[src/rtl/input_pin_conditioner.sv]
// Conditions active-low, asynchronous board pins into clean, active-high, debounced levels
// with single-cycle press/release pulses and a post-reset "settled" flag.
module input_pin_conditioner #(
    parameter int NR_OF_PINS      = 4,
    parameter int DEBOUNCE_CYCLES = 16,
    parameter int CNT_WIDTH       = 16
) (
    input  logic                  GlobalClock,
    input  logic                  Reset,
    input  logic [NR_OF_PINS-1:0] FPGA_INPUT_PIN_N,
    output logic [NR_OF_PINS-1:0] level,
    output logic [NR_OF_PINS-1:0] press,
    // "release" is a reserved word in SystemVerilog, hence the suffix.
    output logic [NR_OF_PINS-1:0] release_pulse,
    output logic                  settled
);

    localparam logic [CNT_WIDTH-1:0] LAST_COUNT = CNT_WIDTH'(DEBOUNCE_CYCLES - 1);
    localparam logic [CNT_WIDTH-1:0] ONE        = CNT_WIDTH'(1);

    logic [NR_OF_PINS-1:0] sync1;
    logic [NR_OF_PINS-1:0] sync2;
    logic [NR_OF_PINS-1:0] raw;
    logic [NR_OF_PINS-1:0] differ;
    logic [NR_OF_PINS-1:0] done;
    logic [CNT_WIDTH-1:0]  cnt [NR_OF_PINS];
    logic [CNT_WIDTH-1:0]  settle_cnt;

    // Two-flop synchronizer; resets to the released (high) pin level.
    // NOTE: sequential state uses non-blocking assignments so every flop samples pre-edge values.
    always_ff @(posedge GlobalClock or posedge Reset) begin
        if (Reset) begin
            sync1 <= '1;
            sync2 <= '1;
        end else begin
            sync1 <= FPGA_INPUT_PIN_N;
            sync2 <= sync1;
        end
    end

    assign raw = ~sync2;

    // NOTE: every bit of differ/done is assigned on each pass, so no latch can be inferred.
    always_comb begin
        for (int i = 0; i < NR_OF_PINS; i++) begin
            differ[i] = raw[i] ^ level[i];
            done[i]   = differ[i] && (cnt[i] == LAST_COUNT);
        end
    end

    // A channel flips only after DEBOUNCE_CYCLES uninterrupted disagreeing samples.
    // NOTE: the counter array is real per-channel state, so it is cleared by reset like any flop.
    always_ff @(posedge GlobalClock or posedge Reset) begin
        if (Reset) begin
            level         <= '0;
            press         <= '0;
            release_pulse <= '0;
            for (int i = 0; i < NR_OF_PINS; i++) begin
                cnt[i] <= '0;
            end
        end else begin
            press         <= done & raw;
            release_pulse <= done & ~raw;
            for (int i = 0; i < NR_OF_PINS; i++) begin
                if (!differ[i] || done[i]) begin
                    cnt[i] <= '0;
                end else begin
                    cnt[i] <= cnt[i] + ONE;
                end
                if (done[i]) begin
                    level[i] <= raw[i];
                end
            end
        end
    end

    // Settle timer stops once it fires; settled stays high until the next reset.
    always_ff @(posedge GlobalClock or posedge Reset) begin
        if (Reset) begin
            settle_cnt <= '0;
            settled    <= 1'b0;
        end else if (!settled) begin
            settle_cnt <= settle_cnt + ONE;
            if (settle_cnt == LAST_COUNT) begin
                settled <= 1'b1;
            end
        end
    end

endmodule
[config.mk]
export PLATFORM = sky130hd
export DESIGN_NAME = input_pin_conditioner
export DESIGN_NICKNAME = d
export VERILOG_FILES = /design/src/rtl/input_pin_conditioner.sv
export SDC_FILE = /design/constraint.sdc
export NUM_CORES = 1
export LEC_CHECK = 0
export CAP_MARGIN = 15
export CORE_ASPECT_RATIO = 1.1
export CORE_MARGIN = 1
export CORE_UTILIZATION = 28
export CTS_CLUSTER_DIAMETER = 60
export CTS_CLUSTER_SIZE = 30
export DETAILED_ROUTE_END_ITERATION = 10
export DONT_BUFFER_PORTS = 1
export PLACE_DENSITY = 0.41
export RECOVER_POWER = 100
export SYNTH_ARGS = -nofsm -noshare
export SYNTH_HDL_FRONTEND = slang
export SYNTH_SLANG_ARGS = --single-unit
[constraint.sdc]
create_clock -name GlobalClock -period 5.46 [get_ports GlobalClock]
set_clock_uncertainty 0.05 [all_clocks]
set_input_delay 1.092 -clock GlobalClock [delete_from_list [all_inputs] [get_ports GlobalClock]]
set_output_delay 1.092 -clock GlobalClock [all_outputs]
set_load 0.1 [all_outputs]
==> metrics.md <==
| Metric | Value |
|---|---|
| Largest net degree at the start of global routing | 59 |
| Max-slew violations | 45 |
| Initial antenna violation count | 0 |
| Largest family of logic cells by synthesized area | simple AND/OR/NAND/NOR gates |
| Fin crit share | 59.7% |
| Post-Synth XOR/XNOR Area | 14.2% |
| N_diodes | 0 |
| Critical-path top delay cell | clkbuf_2 |
| DR vias | 2877 |
| DRC viols | 0 |
| Cells after Synth | 423 |
| Measured slew at the worst slew-check pin | 1930 ps |
| Design Power | 1520 µW |
| Clk_lat worst skew | 350 ps |
| Yosys reg bits | 101 |
| Area leader, netlist | dfrtp_1 |
| Crit-path max cell delay | 1220 ps |
| Post-synth top area share | 50.3% |
| Setup TNS | 0 ps |
| Async set-reset flop share out of synthesis | 100% |
| # Post-CTS Setup Buffers | 0 |
| Number of synthesized flops with an enable pin | 0 |
| Layout area overhead | 10.8% |
| Max Cap Viol | 1 |
| DR pass1 iterations | 4 |
| Hold wc startpoint | sync1[3] |
| DP HPWL | 5320 µm |
| Synth Area in Compound Gates | 0.650% |
| GRT Residual Overflow | 0 |
| Vias per cell | 4.52 |
| Failing checks | capacitance limit, slew limit |
| Row cnt | 48 |
| Synthesized area per cell | 10.9 µm² |
| Hold crit path type | reg2reg |
| Synth warnings | 0 |
| Hold path cells | 0 |
| Detail Route Antenna Nets | 0 |
| Ports | 19 |
| Outcome | finished with violations |
| Register-to-register setup slack | 3170 ps |
| Mux share of post-synthesis cell area | 0.244% |
| Leakage | 0.00203 µW |
| Sum of buffers and inverters on the critical path | 2 |
| Reg2Reg Depth | 4 |
| Unrepaired setup endpoints after global routing | no |
| Final setup vio count | 0 |
| Num CTS Buffers | 9 |
| Crit Reg-Reg Endpoint | settle_cnt[15] |
| CP Launch Type | primary input |
| Die area | 0.0170 mm² |
| CORE AREA | 0.0159 mm² |
| Min Clock Period, post-route | 3260 ps |
| Slew margin rel. | -29.5% |
| Hold Vio Cnt, Final | 0 |
| R2r startpoint | settled |
| Die Wd | 125 µm |
| Seq/Total Area, Yosys | 54.9% |
| First-pass GRT wire length | 14500 µm |
| Vias in the first global route | 2927 |
| Crit-path cells | clkinvlp_2 -> clkbuf_2 |
| TritonCTS Sinks | 101 |
| Die Height | 137 µm |
| Maximum VDD drop | 0.000156 V |
| DR WL/cell | 12.8 µm |
| Starting Density | 29.0% |
| Layout cells sized above 1 | 10.3% |
| Cts repair resizes | 0 |
| Post-synthesis adder-cell area fraction | 1.35% |
| GRT Util Overall | 10.9% |
| Levels on crit path | 2 |
| Clock Pin Slew Worst Setup and Hold Paths | 70 ps |
| Max Clk Rate | 0.307 GHz |
| End of the worst hold path | sync2[3] |
| CP top delay family | buffers and inverters |
| CTS tree | built |
| CP endpoint kind | async pin |
| Critical Path AT | 3430 ps |
| GPL Wtd Cong | 0.703 |
| Total Routed Length | 8130 µm |
| Crit path kind | in2async |
| Fin nets | 442 |
| Pwr/cell area | 296 mW/mm² |
| Synth Flop Type | dfrtp_1 |
| Synth top area cells | dfrtp_1 (50%), xnor2_1 (12%), nor2_1 (6.3%) |
| Critical Path RT | 5630 ps |
| H-tree level count | 3 |
| Clock root buffer | clkbuf_16 |
| Worst Path Max Fanout | 58 |
| Fraction of the mapped netlist area in simple logic gates | 26.6% |
| I/O Buffers | 0 |
| Syn_nets | 434 |
| Mapped Area | 0.00462 mm² |
| Clock tree buffer depth | 2 |
| Starting DRC count in detailed routing | 119 |
| Hold-fix buffers, CTS | 0 |
| Post-synth cell types | 32 |
==> layer usage <==
metal  GRT usage, %  routed length (µm)
met1           13.9                4000
met2           16.3                3580
met3           4.22                 432
met4           4.42                 118
met5              0                   0
==> synthesized netlist by cell type (3+ instances only) <==
cell,count
nand2b_2,3
nand4_1,10
o21ai_0,4
inv_1,17
buf_4,4
dfstp_2,8
nand2_1,25
and3_1,3
nor4_2,13
xnor2_1,65
nor2_1,78
nand4_4,3
nor3_1,22
ha_1,5
nand3_1,22
nor4_1,19
xor2_1,10
nand3_2,4
dfrtp_1,93
==> placed cells by master, fill, tap and decap left out, types with 4 or more instances in the layout <==
master and count:
clkbuf_16 9, dfrtp_1 93, dfstp_2 8, ha_1 5, inv_1 16, nand2_1 26, nand2b_1 4, nand3_1 26
nand4_1 10, nand4b_1 4, nor2_1 78, nor3_1 23, nor4_1 19, nor4_2 13, o21ai_0 4, xnor2_1 65
xor2_1 10
==> kinds of logic after synthesis <==
group                    Yosys count
AND/OR/NAND/NOR                  215
flip-flops                       101
adder cells (fa/ha/maj)            5
buffers and inverters             21
XOR/XNOR                          75
multiplexers                       1
AO/OA/AOI/OAI                      5
==> registers in the layout, summed over array words and instances, names as in the netlist <==
name	count
level	4
sync1	4
release_pulse	4
cnt	64
settle_cnt	16
sync2	4
press	4
settled	1
==> area by class of cell <==
cell class,count,area (µm²)
fillers,1605,10800
clock inverters,5,81.3
multi-input cells,301,1930
repair buffers,1,5.00
well taps,200,250
inverters,17,65.1
flip-flops and latches,101,2540
clock buffers,11,253
==> power breakdown <==
part           internal (µW)  leakage (µW)  switching, µW
clock network            427      0.000162            284
registers                761       0.00136           9.41
logic                   8.37      0.000501           27.3
==> how the worst max path moves through the flow <==
stage / start / end / slack [ps]
final: Reset / cnt[54] / 2200
after CTS: settled / settled / 2890
after global routing: Reset / level[0] / 1520
after global placement: Reset / cnt[56] / 3130
after floorplan: Reset / cnt[0] / 1680
after detailed placement: Reset / cnt[54] / 3100
==> through the flow <==
stage,setup slack [ps],cell area (µm²),cells,util [%],hold WS [ps]
floorplan,1680,4620,423,-,295
global placement,3130,4850,620,30.5,297
detailed placement,3100,4850,620,30.5,301
CTS,2890,5190,636,32.6,305
global route,1520,5120,636,32.2,310
finish,2200,5120,636,32.2,304
No activity file was read; power rests on OpenSTA's default activity.
